[src/rtl/life_pkg.sv]
// Shared types and helpers for the game-of-life field monitor.
package life_pkg;

    typedef enum logic [1:0] {
        NONE    = 2'd0,
        EXTINCT = 2'd1,
        STILL   = 2'd2,
        OSC2    = 2'd3
    } verdict_t;

    typedef enum logic [1:0] {
        S_IDLE    = 2'd0,
        S_RUN     = 2'd1,
        S_SETTLED = 2'd2
    } mon_state_t;

    // Increment that sticks at the all-ones value of a width-bit counter.
    function automatic logic [31:0] sat_inc(input logic [31:0] value, input int unsigned width);
        logic [31:0] max_val;
        max_val = (width >= 32) ? 32'hFFFF_FFFF : ((32'd1 << width) - 32'd1);
        return (value >= max_val) ? max_val : value + 32'd1;
    endfunction

endpackage

[src/rtl/life_popcount.sv]
// Combinational population count: pairwise adder tree over a power-of-two padded input.
module life_popcount #(
    parameter int W = 100
) (
    input  logic [W-1:0]             bits,
    output logic [$clog2(W+1)-1:0]   count
);

    localparam int OW = $clog2(W + 1);
    localparam int P  = 1 << $clog2(W);

    logic [P-1:0]  padded;
    logic [OW-1:0] node [P];

    assign padded = P'(bits);

    always_comb begin
        for (int i = 0; i < P; i++) begin
            node[i] = OW'(padded[i]);
        end
        // Each level folds node[i+s] into node[i]; node[0] ends up holding the total.
        for (int s = 1; s < P; s = s * 2) begin
            for (int i = 0; i < P; i = i + 2 * s) begin
                node[i] = node[i] + node[i + s];
            end
        end
        count = node[0];
    end

endmodule

[src/rtl/life_monitor.sv]
// Observes the life field each clock: population, generation index, and a latched
// verdict once extinction, still life or a period-2 oscillation repeats CONFIRM times.
module life_monitor
    import life_pkg::*;
#(
    parameter int SIZE    = 10,
    parameter int GEN_W   = 16,
    parameter int CONFIRM = 2
) (
    input  logic                            clk,
    input  logic                            rst,
    input  logic                            load,
    input  logic [SIZE*SIZE-1:0]            field,
    output logic [$clog2(SIZE*SIZE+1)-1:0]  population,
    output logic [GEN_W-1:0]                generation,
    output logic                            gen_sat,
    output logic                            settled,
    output verdict_t                        verdict,
    output mon_state_t                      state
);

    localparam int N     = SIZE * SIZE;
    localparam int POP_W = $clog2(N + 1);
    localparam int CNT_W = $clog2(CONFIRM + 1);

    logic [N-1:0]     prev1;
    logic [N-1:0]     prev2;
    logic [1:0]       hist;
    logic [CNT_W-1:0] match_cnt;
    logic [CNT_W-1:0] match_next;
    verdict_t         prev_class;
    verdict_t         cls;
    mon_state_t       state_next;
    logic [POP_W-1:0] pop_now;
    logic [GEN_W-1:0] gen_next;
    logic             take_verdict;

    life_popcount #(.W(N)) u_popcount (
        .bits  (field),
        .count (pop_now)
    );

    // Classification uses the history as it stood before this sample is absorbed.
    always_comb begin
        cls = NONE;
        if (hist != 2'd0 && pop_now == '0) begin
            cls = EXTINCT;
        end else if (hist != 2'd0 && field == prev1) begin
            cls = STILL;
        end else if (hist == 2'd2 && field == prev2 && field != prev1) begin
            cls = OSC2;
        end

        if (cls == NONE) begin
            match_next = '0;
        end else if (cls == prev_class) begin
            match_next = CNT_W'(sat_inc(32'(match_cnt), CNT_W));
        end else begin
            match_next = CNT_W'(1);
        end

        gen_next = (hist == 2'd0) ? '0 : GEN_W'(sat_inc(32'(generation), GEN_W));
    end

    always_ff @(posedge clk) begin
        if (rst || load) begin
            state <= S_IDLE;
        end else begin
            state <= state_next;
        end
    end

    always_comb begin
        state_next   = state;
        take_verdict = 1'b0;
        case (state)
            S_IDLE: state_next = S_RUN;
            S_RUN: begin
                if (int'(match_next) == CONFIRM) begin
                    state_next   = S_SETTLED;
                    take_verdict = 1'b1;
                end
            end
            S_SETTLED: state_next = S_SETTLED;
            default:   state_next = S_IDLE;
        endcase
    end

    always_ff @(posedge clk) begin
        if (rst || load) begin
            population <= rst ? '0 : pop_now;
            generation <= '0;
            gen_sat    <= 1'b0;
            settled    <= 1'b0;
            verdict    <= NONE;
            prev1      <= '0;
            prev2      <= '0;
            hist       <= 2'd0;
            match_cnt  <= '0;
            prev_class <= NONE;
        end else begin
            population <= pop_now;
            prev2      <= prev1;
            prev1      <= field;
            hist       <= (hist == 2'd2) ? 2'd2 : hist + 2'd1;
            generation <= gen_next;
            if (gen_next == '1) begin
                gen_sat <= 1'b1;
            end
            match_cnt  <= match_next;
            prev_class <= cls;
            // Verdict and settled freeze here until the next rst or load.
            if (take_verdict) begin
                verdict <= cls;
                settled <= 1'b1;
            end
        end
    end

endmodule

[config.mk]
export PLATFORM = sky130hd
export DESIGN_NAME = life_monitor
export DESIGN_NICKNAME = d
export VERILOG_FILES = /design/src/rtl/life_pkg.sv /design/src/rtl/life_popcount.sv /design/src/rtl/life_monitor.sv
export SDC_FILE = /design/constraint.sdc
export NUM_CORES = 1
export LEC_CHECK = 0
export ABC_CLOCK_PERIOD_IN_PS = 8000
export CORE_MARGIN = 2
export CORE_UTILIZATION = 45
export CTS_BUF_LIST = sky130_fd_sc_hd__clkbuf_8
export DETAILED_ROUTE_END_ITERATION = 7
export PLACE_DENSITY = 0.68
export SYNTH_ARGS = -nofsm -noshare
export SYNTH_HDL_FRONTEND = slang
export SYNTH_SLANG_ARGS = --single-unit
[constraint.sdc]
create_clock -name clk -period 8 [get_ports clk]
set_input_delay 1.6 -clock clk [delete_from_list [all_inputs] [get_ports clk]]
set_output_delay 1.6 -clock clk [all_outputs]
set_load 0.03 [all_outputs]
==> summary.md <==
| Metric | Value |
|---|---|
| Largest net degree at the start of global routing | 82 |
| RePlAce Congestion | 0.956 |
| Slew HR | 31.4% |
| Synth-to-Final Area Change | 26.7% |
| Fmax | 127 MHz |
| Critical Path End Type | register |
| Avg Synthesized Cell Area | 10.0 µm² |
| Final Skew | 0.0152 ns |
| Register bit total from synthesis | 235 |
| GR Overflow Total | 0 |
| Die area | 30,400 µm² |
| Yosys top cell area share | 36.0% |
| CP delay by family, top | adder cells |
| MaxCap Viol Count | 0 |
| Final worst slack | 0.133 ns |
| Hold Violations, Final | 0 |
| Post-synthesis cell area | 13,100 µm² |
| Synth Instances | 1,301 |
| Initial Util | 45.6% |
| Post-Syn Nets | 1,570 |
| Period minus WS final | 7.87 ns |
| Critical Path RT | 8.44 ns |
| Total wire length | 41.7 mm |
| Crit-path max cell delay | 0.60 ns |
| Area leader, netlist | dfxtp_1 |
| Post-synth EDFFs | 0 |
| Clock sink count | 235 |
| Clock root buffer | clkbuf_8 |
| DRT antenna net count | 0 |
| Final Max Tran Viols | 0 |
| Total track usage | 27.4% |
| Vias in the first global route | 9,976 |
| Die Span X | 174 µm |
| Port buffer count | 131 |
| Slew @ Worst Pin | 1.02 ns |
| # diodes | 0 |
| Pre-CTS setup slack | -0.909 ns |
| Iteration count of the initial detailed-routing pass | 5 |
| Status | completed |
| R2R depth | 8 |
| Reg-to-reg endpoint | state[0]$_SDFFE_PN0P_ |
| Clk buf depth | 3 |
| Routed WL per cell | 21.2 µm |
| Commonest cells in the netlist | dfxtp_1 (235), and2_1 (198), xor2_1 (163), inv_1 (160), fa_1 (95) |
| CP cell instances | dlygate4sd2_1 -> ha_2 -> fa_1 -> inv_2 -> fa_2 -> fa_2 -> fa_2 -> fa_2 -> fa_1 -> fa_1 -> fa_1 -> inv_2 -> fa_2 -> a211oi_2 -> nor2_1 -> xnor2_1 -> and4_4 -> a31oi_4 -> and3_4 -> a221o_1 -> mux2_4 |
| Critical Path Start | field[79] |
| Synth async-reset ratio | 0% |
| CP bufs+invs | 3 |
| Slowest CP cell | fa_2 |
| Skew-Pair Late Insertion Delay | 0.55 ns |
| Vias per Instance | 5.07 |
| Count leader, synth | dfxtp_1 |
| WS Path Type | in2reg |
| Netlist cell types | 49 |
| Worst Path Max Fanout | 3 |
| Die Span Y | 174 µm |
| Clock transition at path regs | 0.06 ns |
| Crit path DAT | 8.30 ns |
| DR iter-0 viols | 869 |
| Core area | 28,600 µm² |
| Setup tns final | 0 ns |
| Row Count | 62 |
| Initial antenna violation count | 0 |
| Cell repeated most along the worst path | fa_2 |
| Top FF cell, synth | dfxtp_1 |
| Vias post-DR | 9,968 |
| Synth area leaders | dfxtp_1 (36%), fa_1 (15%), xor2_1 (11%) |
| Hold Crit Class | reg2reg |
| Share of cells above drive strength 1 | 19.0% |
| I/O pin cnt | 132 |
| Post-layout nets | 1,821 |
| Final Cycle Share | 98.3% |
| Register area share after synthesis | 36.0% |
| Startpoint Class | input pin |
| First-pass GRT wire length | 60.9 mm |
| R2R Setup Slk | 4.71 ns |
| Core Util, Final | 57.8% |
| Dpl hpwl | 34.2 mm |
| CTS tree | done |
| TritonCTS buffer count | 42 |
| DRC viols | 0 |
| Reg-to-Reg Start | prev1[14]$_SDFF_PN0_ |
| Final setup fails | 0 |
| H-tree levels | 2 |
| Crit path to | verdict[0]$_SDFFE_PN0P_ |
| Ys Warns | 0 |
| Hold buffers post-CTS | 0 |
| RSZ-0062 raised after global routing | true |
| Cell count along the critical path | 21 |
==> cells in the final DEF (no fill, tap or decap), types with 6 or more instances in the layout <==
master,instances
nand3_1,11
nor4_1,68
xnor2_1,16
fa_1,72
dfxtp_1,235
nand4_1,30
clkbuf_8,51
and2_1,198
nand2_1,22
inv_2,30
clkbuf_2,22
nor2b_1,39
clkdlybuf4s15_1,15
clkdlybuf4s50_1,59
dlygate4sd2_1,14
fa_2,23
nor2_1,30
ha_1,54
nor3_1,12
nand2b_1,30
clkdlybuf4s15_2,6
ha_2,6
inv_1,145
a21oi_1,17
buf_4,104
ha_4,11
buf_2,10
xor2_1,162
==> cells by family (layout without fill, tap and decap cells) <==
group / after synthesis / after routing / synth area share, %
buffers and inverters: 189 / 470 / 5.49
XOR/XNOR: 180 / 180 / 12.1
AO/OA/AOI/OAI: 54 / 54 / 2.84
adder cells (fa/ha/maj): 166 / 166 / 21.4
AND/OR/NAND/NOR: 471 / 471 / 21.7
multiplexers: 6 / 6 / 0.517
flip-flops: 235 / 235 / 36.0
==> flip-flops by register name, indices dropped and copies added (netlist names) <==
signal / flops
generation: 16
gen_sat: 1
prev2: 100
settled: 1
match_cnt: 2
verdict: 2
hist: 2
prev_class: 2
population: 7
state: 2
prev1: 100
==> metrics by stage <==
| stage | instance area [µm²] | hold WS (ns) | std cells |
|---|---|---|---|
| after floorplan | 13100 | 0.401 | 1301 |
| after global placement | 15500 | 0.410 | 1888 |
| after detailed placement | 15500 | 0.434 | 1888 |
| after CTS | 16500 | 0.442 | 1965 |
| after global routing | 16600 | 0.473 | 1966 |
| final | 16600 | 0.447 | 1966 |
==> routing by layer <==
| metal | wire length (µm) | global-route usage (%) | share of wire [%] | up-vias |
|---|---|---|---|---|
| li1 | - | - | - | 4697 |
| met1 | 18200 | 36.7 | 44 | 4833 |
| met2 | 18900 | 43.8 | 45 | 360 |
| met3 | 2920 | 5.36 | 7.0 | 78 |
| met4 | 1670 | 10.7 | 4.0 | 0 |
| met5 | 0 | 0 | 0 | - |
==> how the worst min path moves through the flow <==
stage                     cells after the start               start  slack [ns]                  to
after floorplan                               1  hist[0]$_SDFF_PP0_        0.40  hist[0]$_SDFF_PP0_
after global placement                        1  hist[0]$_SDFF_PP0_        0.41  hist[0]$_SDFF_PP0_
after detailed placement                      1  hist[0]$_SDFF_PP0_        0.43  hist[0]$_SDFF_PP0_
after CTS                                     1  hist[0]$_SDFF_PP0_        0.44  hist[0]$_SDFF_PP0_
after global routing                          1  hist[0]$_SDFF_PP0_        0.47  hist[0]$_SDFF_PP0_
final                                         1  hist[0]$_SDFF_PP0_        0.45  hist[0]$_SDFF_PP0_
==> layout make-up <==
cell class / instances / area [µm²]
well taps: 384 / 480
repair buffers: 236 / 1940
flip-flops and latches: 235 / 4700
fillers: 2447 / 12100
clock inverters: 23 / 173
clock buffers: 51 / 702
multi-input cells: 877 / 7950
inverters: 160 / 603
==> timing repair <==
item / 4_1_cts / 5_1_grt
pin swaps: 56 / 69
setup buffers: 3 / 2
endpoints found under the hold margin: 0 / 0
endpoints found under the setup margin: 6 / 7
resized for setup: 166 / 97
Power is not shown: default switching activity piles up to over one toggle a cycle in this logic, so the estimate is an artifact.
